===== config.mk =====
export PLATFORM = sky130hd
export DESIGN_NAME = serdes_write_arbiter
export DESIGN_NICKNAME = d
export VERILOG_FILES = /design/src/rtl/serdes_write_arbiter.sv
export SDC_FILE = /design/constraint.sdc
export NUM_CORES = 1
export LEC_CHECK = 0
export CAP_MARGIN = 20
export CELL_PAD_IN_SITES_DETAIL_PLACEMENT = 1
export CELL_PAD_IN_SITES_GLOBAL_PLACEMENT = 1
export CORE_AREA = 2 2 330 332
export DETAILED_ROUTE_END_ITERATION = 8
export DIE_AREA = 0 0 332 334
export GPL_TIMING_DRIVEN = 0
export PLACE_DENSITY_LB_ADDON = 0.1
export SETUP_SLACK_MARGIN = 0.05
export SLEW_MARGIN = 20
export SYNTH_ARGS = -nofsm -noshare
export SYNTH_HDL_FRONTEND = slang
export SYNTH_SLANG_ARGS = --single-unit

===== constraint.sdc =====
create_clock -name clk -period 4.2 [get_ports clk]
set_input_delay 1.26 -clock clk [delete_from_list [all_inputs] [get_ports clk]]
set_output_delay 1.26 -clock clk [all_outputs]
set_load 0.1 [all_outputs]

===== src/rtl/serdes_write_arbiter.sv =====
// serdes_write_arbiter
//   Round-robin arbiter that shares one serdes write port among NUM_SRC
//   producers. A granted producer keeps the port for its whole burst; the
//   arbiter then issues a one-cycle serdes flush and waits for the serdes to
//   drain before re-arbitrating, so packed serdes words never mix sources.
//
// Ports
//   clk, reset       clock, synchronous active-low reset
//   src_req          per-source beat valid
//   src_flush        per-source end-of-burst marker
//   src_count        per-source valid operand count (slice i = source i)
//   src_data         per-source beat data (slice i = source i)
//   src_ready        beat taken from source i when src_req[i] is also high
//   src_grant        registered one-hot grant
//   s_write_req      beat valid to the serdes
//   s_write_ready    serdes can take a beat / serdes has drained
//   s_write_flush    one-cycle serdes flush pulse
//   count            valid operand count of the current beat
//   s_write_data     current beat data
//   err_count        sticky: an accepted beat carried count 0 or > IN_COUNT
module serdes_write_arbiter #(
  parameter int NUM_SRC   = 4,
  parameter int IN_COUNT  = 10,
  parameter int OP_WIDTH  = 16,
  parameter int IN_WIDTH  = IN_COUNT * OP_WIDTH,
  parameter int COUNT_W   = $clog2(IN_COUNT) + 1,
  parameter int MAX_BURST = 64
) (
  input  logic                        clk,
  input  logic                        reset,
  input  logic [NUM_SRC-1:0]          src_req,
  input  logic [NUM_SRC-1:0]          src_flush,
  input  logic [NUM_SRC*COUNT_W-1:0]  src_count,
  input  logic [NUM_SRC*IN_WIDTH-1:0] src_data,
  output logic [NUM_SRC-1:0]          src_ready,
  output logic [NUM_SRC-1:0]          src_grant,
  output logic                        s_write_req,
  input  logic                        s_write_ready,
  output logic                        s_write_flush,
  output logic [COUNT_W-1:0]          count,
  output logic [IN_WIDTH-1:0]         s_write_data,
  output logic                        err_count
);

  localparam int IDX_W  = (NUM_SRC > 1) ? $clog2(NUM_SRC) : 1;
  localparam int BEAT_W = $clog2(MAX_BURST) + 1;

  typedef enum logic [1:0] {IDLE, STREAM, FLUSH, DRAIN} state_t;

  state_t              state_q, state_d;
  logic [NUM_SRC-1:0]  grant_q, grant_d;
  logic [IDX_W-1:0]    gidx_q, gidx_d;
  logic [IDX_W-1:0]    last_q, last_d;
  logic [BEAT_W-1:0]   beat_cnt_q, beat_cnt_d;
  logic                err_q, err_d;

  // Unpacked views of the flat per-source buses.
  logic [COUNT_W-1:0]  cnt_arr [NUM_SRC];
  logic [IN_WIDTH-1:0] dat_arr [NUM_SRC];

  for (genvar i = 0; i < NUM_SRC; i++) begin : g_slice
    assign cnt_arr[i] = src_count[i*COUNT_W +: COUNT_W];
    assign dat_arr[i] = src_data[i*IN_WIDTH +: IN_WIDTH];
  end

  logic                sel_req, sel_flush, accept, count_bad, burst_full;
  logic [COUNT_W-1:0]  sel_count;
  logic [IN_WIDTH-1:0] sel_data;
  logic [BEAT_W-1:0]   beat_inc;

  assign sel_req    = src_req[gidx_q];
  assign sel_flush  = src_flush[gidx_q];
  assign sel_count  = cnt_arr[gidx_q];
  assign sel_data   = dat_arr[gidx_q];
  assign accept     = (state_q == STREAM) && sel_req && s_write_ready;
  assign count_bad  = (sel_count == '0) || (sel_count > COUNT_W'(IN_COUNT));
  assign beat_inc   = beat_cnt_q + BEAT_W'(1);
  assign burst_full = (beat_inc == BEAT_W'(MAX_BURST));

  // Round-robin search: first requester after last_q, wrapping.
  logic             pick_found;
  logic [IDX_W-1:0] pick_idx;
  logic [IDX_W-1:0] cand;

  always_comb begin
    pick_found = 1'b0;
    pick_idx   = '0;
    cand       = '0;
    for (int k = 1; k <= NUM_SRC; k++) begin
      cand = IDX_W'((int'(last_q) + k) % NUM_SRC);
      if (!pick_found && src_req[cand]) begin
        pick_found = 1'b1;
        pick_idx   = cand;
      end
    end
  end

  always_comb begin
    state_d       = state_q;
    grant_d       = grant_q;
    gidx_d        = gidx_q;
    last_d        = last_q;
    beat_cnt_d    = beat_cnt_q;
    err_d         = err_q | (accept & count_bad);
    src_ready     = '0;
    s_write_req   = 1'b0;
    s_write_flush = 1'b0;
    count         = '0;
    s_write_data  = '0;

    unique case (state_q)
      IDLE: begin
        if (pick_found) begin
          grant_d = NUM_SRC'(1) << pick_idx;
          gidx_d  = pick_idx;
          state_d = STREAM;
        end
      end
      STREAM: begin
        src_ready    = grant_q & {NUM_SRC{s_write_ready}};
        s_write_req  = accept;
        count        = sel_count;
        s_write_data = sel_data;
        if (accept) begin
          beat_cnt_d = beat_inc;
        end
        // A flush marker riding on a stalled beat waits until that beat is
        // taken; a bare flush marker (no beat) closes the burst at once.
        if ((sel_flush && (accept || !sel_req)) || (accept && burst_full)) begin
          state_d = FLUSH;
        end
      end
      FLUSH: begin
        s_write_flush = 1'b1;
        beat_cnt_d    = '0;
        state_d       = DRAIN;
      end
      DRAIN: begin
        if (s_write_ready) begin
          last_d  = gidx_q;
          grant_d = '0;
          state_d = IDLE;
        end
      end
      default: state_d = IDLE;
    endcase
  end

  always_ff @(posedge clk) begin
    if (!reset) begin
      state_q    <= IDLE;
      grant_q    <= '0;
      gidx_q     <= '0;
      last_q     <= IDX_W'(NUM_SRC - 1);
      beat_cnt_q <= '0;
      err_q      <= 1'b0;
    end else begin
      state_q    <= state_d;
      grant_q    <= grant_d;
      gidx_q     <= gidx_d;
      last_q     <= last_d;
      beat_cnt_q <= beat_cnt_d;
      err_q      <= err_d;
    end
  end

  assign src_grant = grant_q;
  assign err_count = err_q;

endmodule


==> out/qor.yml, run 1 <==
run_status:
  run_status: "finished, final reports clean"
synthesis:
  async_reset_ff_share_pct: 0
  synth_fp_nets: 1210
  dominantRegCellSynth: "dfxtp_1"
  avgSynthCellArea_um2: 11.7
  synth-warning-count: 0
  synthDistinctLibCells: 51
  synth-edff-count: 0
  synth_area_mm2: 0.00624
  synth-seq-cells: 18
  synthCells: 532
  seq_area_frac_synth_pct: 5.78
die:
  die_ht_um: 334
  core_mm2: 0.108
  initial_utilization_pct: 5.79
  die_footprint_mm2: 0.111
  number_of_primary_i_o_pins: 847
  row_count: 121
  die_width_um: 332
timing:
  grt_setup_unrepaired: "false"
  timing.final.ws_setup_ns: 0.0714
  min_period_ns: 4.13
  max_slew_vio_count: 0
  setup_viol_count_final: 0
  tightest_slew_ns: 1.00
  worst_clock_skew_ns: 0.00177
  fmax_mhz: 242
  setup_tns_ns: 0
  timing.slew.headroom_pct: 33.1
  fin_worst_hold_slack_ns: 0.484
  hold_viol: 0
  post-route-period-util_pct: 98.3
global_route:
  grt_first_pass_wirelength_um: 96100
  grt_max_degree: 11
  global_route_overflow: 0
  groute.usage.overall_pct: 12.8
  vias_in_the_first_global_route: 9918
  initial_antenna_violation_count: 52
drt:
  drt_drc_violations_left: 0
  dr.pass1.iters: 4
  via_per_inst: 3.15
  routedWlPerCell_um: 26.5
  drtAntennaViolNets: 0
  dr.first_iter.drc_count: 275
  vias: 8865
  final_wirelength_um: 74400
worst_hold_path:
  min-delay-path-class: "reg -> reg"
  timing.hold.worst_path_depth: 2
  min_to: "src_grant[1]"
  hold_path.startpoint: "src_grant[1]"
critical_path:
  critical_path.max_stage_delay_ns: 0.49
  crit_path_end_kind: "output pin"
  critical-path-slowest-cell: "clkdlybuf4s50_1"
  critical_path.startpoint: "src_data[46]"
  crit_path_cells: "clkdlybuf4s50_1 > mux4_2 > and2_1 > clkdlybuf4s15_2"
  reg2reg_depth: 7
  timing.critical_path.arrival_ns: 2.87
  crit-reg2reg-capture: "state_q[1]"
  timing_worst_setup_path_type: "in -> out"
  critical_path_launch_point_type: "input pin"
  critical_path.top_delay_family: "buffers and inverters"
  worstReg2RegStart: "gidx_q[0]"
  critical_path_peak_fanout: 1
  worstPathBufferInverterCount: 2
  rrSetupSlack_ns: 2.15
  critical_path_required_ns: 2.94
clock_network:
  clkLatencyLatePin_ns: 0.25
  clock_tree.htree_level_count: 1
  cts_tree: "yes"
  cts.reportedPaths.clkPinSlew_ns: 0.06
  cts-buffers-inserted: 3
  cts_num_sinks: 18
  cts.root.buffer_cell: "clkbuf_16"
  post_cts_hold_buffer_count: 0
  post_cts_buffers: 0
  cts-root-to-sink-buffers: 2
finish:
  design.final.nets: 2061
  finish.instance_area_mm2: 0.0165
  areaGrowthSynthToFinish_pct: 164
  drive_above_1_share_pct: 28.5
power_and_ir_drop:
  post-layout-total-power_mw: 8.49
  power.switching_mw: 5.67
  switching_share_pct: 66.8
  part_of_the_total_power_dissipated_in_combinational_logic_pct: 94.8
  seqPwrFrac_pct: 2.6
  vdd_drop_max_uv: 278
  power.leakage_nw: 5.57
  share_clk_of_total_power_pct: 2.6
  power_density_mw_per_mm2: 515
  power_report.internal_total_mw: 2.82
placed_design:
  place_worst_setup_slack_ns: -1.34
  placement.cell_area_mm2: 0.0165
  portBuffers: 846
  place.detailed.hpwl_um: 67000
  globalplace.congestion: 0.829
job:
  max_cap_violations: 0
## cell usage after synthesis, types with 2 or more instances
| cell type | instances | area, µm² |
|---|---|---|
| clkbuf_1 | 30 | 113 |
| nand3_1 | 6 | 30.0 |
| a21oi_1 | 8 | 40.0 |
| o211ai_1 | 2 | 15.0 |
| nand2b_1 | 2 | 12.5 |
| ha_1 | 7 | 87.6 |
| dfxtp_1 | 18 | 360 |
| inv_1 | 7 | 26.3 |
| and3_1 | 5 | 31.3 |
| buf_1 | 3 | 11.3 |
| mux2i_1 | 5 | 50.1 |
| nor2_1 | 7 | 26.3 |
| a21boi_0 | 5 | 37.5 |
| o22ai_1 | 3 | 18.8 |
| and2_1 | 165 | 1030 |
| o211a_1 | 2 | 20.0 |
| nor3_1 | 4 | 20.0 |
| buf_2 | 27 | 135 |
| nor4_1 | 3 | 18.8 |
| mux4_1 | 2 | 52.6 |
| o21ai_0 | 5 | 25.0 |
| nand2_1 | 18 | 67.6 |
| nand3b_1 | 3 | 22.5 |
| nor2b_1 | 4 | 25.0 |
| mux4_2 | 165 | 3720 |
## worst max-delay path by stage
stage	end	slack, ns	cells past startpoint
after global routing	s_write_data[96]	0.05	4
after floorplan	src_ready[0]	0.65	2
after CTS	s_write_data[64]	-0.03	4
after global placement	s_write_data[136]	-1.80	7
final	s_write_data[46]	0.07	4
after detailed placement	s_write_data[44]	-1.34	7
## timing repair
action                                  CTS  global route
pin swaps                                 1             0
gates resized for setup                 700            28
endpoints found under the setup margin  170            26
## power by group through the flow
stage	combinational [mW]	clock, mW	sequential (mW)
global route	8.46	0.238	0.224
detailed placement	8.41	0	0.224
CTS	8.28	0.235	0.220
global placement	8.44	0	0.223
finish	8.05	0.221	0.218
floorplan	5.65	0	0.280
## state kept, by name, indices dropped and copies added, names as in the netlist
name	count
beat_cnt_q	7
src_grant	4
gidx_q	2
last_q	2
state_q	2
err_count	1
## per-stage QoR
step	utilization [%]	cells
3_5_place_dp	15.3	2792
4_1_cts	15.3	2796
3_3_place_gp	15.3	2792
5_1_grt	15.3	2802
2_1_floorplan	-	532
6_report	15.3	2811
## per-layer routing
metal / vias up / track usage, % / part of all wire, %
met2: 516 / 24.2 / 53
met3: 66 / 4.05 / 8.4
met1: 4394 / 14.2 / 37
li1: 3871 / - / -
met4: 18 / 1.51 / 1.0
met5: - / 0 / 0.15
## cell usage in the layout, fill, tap and decap left out, types with 6 or more instances in the layout
master / synthesis / layout
ha_1: 7 / 7
clkdlybuf4s50_1: 0 / 674
clkdlybuf4s15_2: 0 / 82
clkdlybuf4s18_2: 0 / 20
buf_2: 27 / 63
inv_1: 7 / 7
and2_1: 165 / 165
clkbuf_2: 0 / 14
buf_4: 1 / 29
diode_2: 0 / 15
nor2_1: 7 / 7
dfxtp_1: 18 / 18
clkbuf_4: 0 / 6
nand2_1: 18 / 18
mux4_2: 165 / 165
nand3_1: 6 / 6
a21oi_1: 8 / 8
clkbuf_1: 30 / 13
## logic make-up after synthesis
group	count (synthesis)	synth area share, %
fa+ha+maj	7	1.40
flops	18	5.78
buf+inv	70	4.98
xor+xnor	1	0.140
compound gates	38	4.49
mux	172	61.2
simple gates	226	22.0
## final cells by class
cell class	count	area [µm²]
sequential	18	360
timing repair buffer	846	8250
antenna	15	37.5
multi-input combinational	444	5570
tap	1414	1770
clock buffer	4	88.8
fill	12500	91300
inverter	8	32.5
buffer	62	388
## tightest hold or removal path: cells and delay by family, from the launching register on
family	cells	cell delay (ns)
AO/OA/AOI/OAI	1	0.06
AND/OR/NAND/NOR	1	0.05
flip-flops	1	0.32
No activity file was read; power rests on OpenSTA's default activity.
==> run 2, diff against run 1 <==
--- a/config.mk
+++ b/config.mk
@@ -9,12 +9,13 @@
 export CELL_PAD_IN_SITES_DETAIL_PLACEMENT = 1
 export CELL_PAD_IN_SITES_GLOBAL_PLACEMENT = 1
 export CORE_AREA = 2 2 330 332
+export CTS_BUF_LIST = sky130_fd_sc_hd__clkbuf_4 sky130_fd_sc_hd__clkbuf_8 sky130_fd_sc_hd__clkbuf_16
 export DETAILED_ROUTE_END_ITERATION = 8
 export DIE_AREA = 0 0 332 334
-export GPL_TIMING_DRIVEN = 0
 export PLACE_DENSITY_LB_ADDON = 0.1
 export SETUP_SLACK_MARGIN = 0.05
 export SLEW_MARGIN = 20
 export SYNTH_ARGS = -nofsm -noshare
 export SYNTH_HDL_FRONTEND = slang
 export SYNTH_SLANG_ARGS = --single-unit
+export TNS_END_PERCENT = 10
==> out/qor.yml, run 2 (synthesis gave the netlist of run 1 again) <==
finish:
  top_register_by_number_of_flip_flops: "beat_cnt_q"
  finish.utilization_pct: 17.1
  design.final.nets: 2033
  drive_above_1_share_pct: 28.3
  finish.instance_area_mm2: 0.0184
  most_common_cell_after_layout_fill_and_taps_aside: "clkdlybuf4s50_1"
  commonest_cells_after_routing_fill_and_taps_aside: "674 x clkdlybuf4s50_1, 181 x buf_12, 165 x mux4_2, 165 x and2_1, 24 x buf_4"
  layout.filler_cells: 12300
  largest_register_ffs: 7
  layout.cells.non_filler: 2780
  areaGrowthSynthToFinish_pct: 195
critical_path:
  critical_path.max_stage_delay_ns: 0.53
  critical_path_launch_point_type: "input pin"
  worstPathBufferInverterCount: 2
  critical_path.top_delay_family: "buffers and inverters"
  timing.critical_path.arrival_ns: 2.84
  crit_path_cells: "clkdlybuf4s50_1 > mux4_2 > and2_1 > buf_12"
  critical-path-slowest-cell: "clkdlybuf4s50_1"
  critical_path_required_ns: 2.94
  critical_path_peak_fanout: 1
  critical_path.startpoint: "src_data[146]"
  worstReg2RegStart: "gidx_q[0]"
  crit_path_end_kind: "output pin"
  timing_worst_setup_path_type: "in -> out"
power_and_ir_drop:
  power.leakage_nw: 6.18
  post-layout-total-power_mw: 9.95
  vdd_drop_max_uv: 222
  power_density_mw_per_mm2: 540
drt:
  dr.pass1.iters: 4
  via_per_inst: 3.14
  final_wirelength_um: 72400
  routedWlPerCell_um: 26.0
  drtAntennaViolNets: 0
  vias: 8736
  dr.first_iter.drc_count: 285
  drt_drc_violations_left: 0
timing:
  hold_viol: 0
  grt_setup_unrepaired: "false"
  worst_clock_skew_ns: 0.00656
  fmax_mhz: 244
  post-route-period-util_pct: 97.6
  timing.slew.headroom_pct: 30.9
  timing.final.ws_setup_ns: 0.103
  fin_worst_hold_slack_ns: 0.479
  max_slew_vio_count: 0
  setup_tns_ns: 0
  tightest_slew_ns: 1.03
  min_period_ns: 4.10
  setup_viol_count_final: 0
placed_design:
  placement.cell_area_mm2: 0.0183
  place_worst_setup_slack_ns: 0.00221
  portBuffers: 846
  place.detailed.hpwl_um: 65400
  place_inst: 2764
  globalplace.congestion: 0.952
clock_network:
  post_cts_buffers: 0
  cts-root-to-sink-buffers: 2
  clkLatencyLatePin_ns: 0.25
  post_cts_hold_buffer_count: 0
  cts-buffers-inserted: 3
  cts.root.buffer_cell: "clkbuf_16"
  cts.reportedPaths.clkPinSlew_ns: 0.05
  cts_tree: "yes"
  clock_tree.htree_level_count: 1
  cts_num_sinks: 18
worst_hold_path:
  hold_path.startpoint: "err_count"
  min-delay-path-class: "reg -> reg"
die:
  number_of_primary_i_o_pins: 847
  die_width_um: 332
  die_ht_um: 334
  core_mm2: 0.108
  row_count: 121
  initial_utilization_pct: 5.79
  die_footprint_mm2: 0.111
run_status:
  run_status: "finished, final reports clean"
global_route:
  grt_first_pass_wirelength_um: 94400
  grt_max_degree: 70
  global_route_overflow: 0
  vias_in_the_first_global_route: 9742
  initial_antenna_violation_count: 61
  groute.usage.overall_pct: 12.5
job:
  max_cap_violations: 0
[run 2: power by group]
group | switching [mW] | internal (mW)
clock network | 0.0718 | 0.127
registers | 0.0658 | 0.200
logic | 5.66 | 3.83
total | 5.80 | 4.15
[run 2: worst paths after layout]
path / depth (start not counted) / to / slack, ns
min reg2reg: 1 / err_count / 0.48
max: 4 / s_write_data[146] / 0.10
min: 1 / err_count / 0.48
max reg2reg: 7 / state_q[1] / 1.63
[run 2: worst reg2reg max path: stages, from the launching register on]
cell      delay, ns
dfxtp_4        0.58
buf_12         0.26
buf_4          0.29
mux4_1         0.64
o221ai_1       0.14
a222oi_1       0.15
a31oi_4        0.25
mux2i_1        0.19
[run 2: metal layers]
layer	global-route usage, %	up-vias	part of all wire [%]
met1	13.6	4288	36
met5	0	-	0.24
met4	1.65	28	1.4
met2	23.4	538	53
met3	4.73	84	9.4
li1	-	3798	-
[run 2: final cells by class]
cell class	count	area, µm²	area share (%)
Sequential cell	18	368	2.00
Antenna cell	12	30.0	0.163
Tap cell	1414	1770	9.61
Multi-Input combinational cell	444	5580	30.3
Timing Repair Buffer	880	10600	57.3
Clock inverter	1	3.75	0.0204
Clock buffer	3	75.1	0.408
Inverter	8	32.5	0.177
[run 2: repair_timing]
action	CTS	global route
gates resized for setup	1	0
hold endpoints to repair	0	0
setup endpoints to repair	1	0
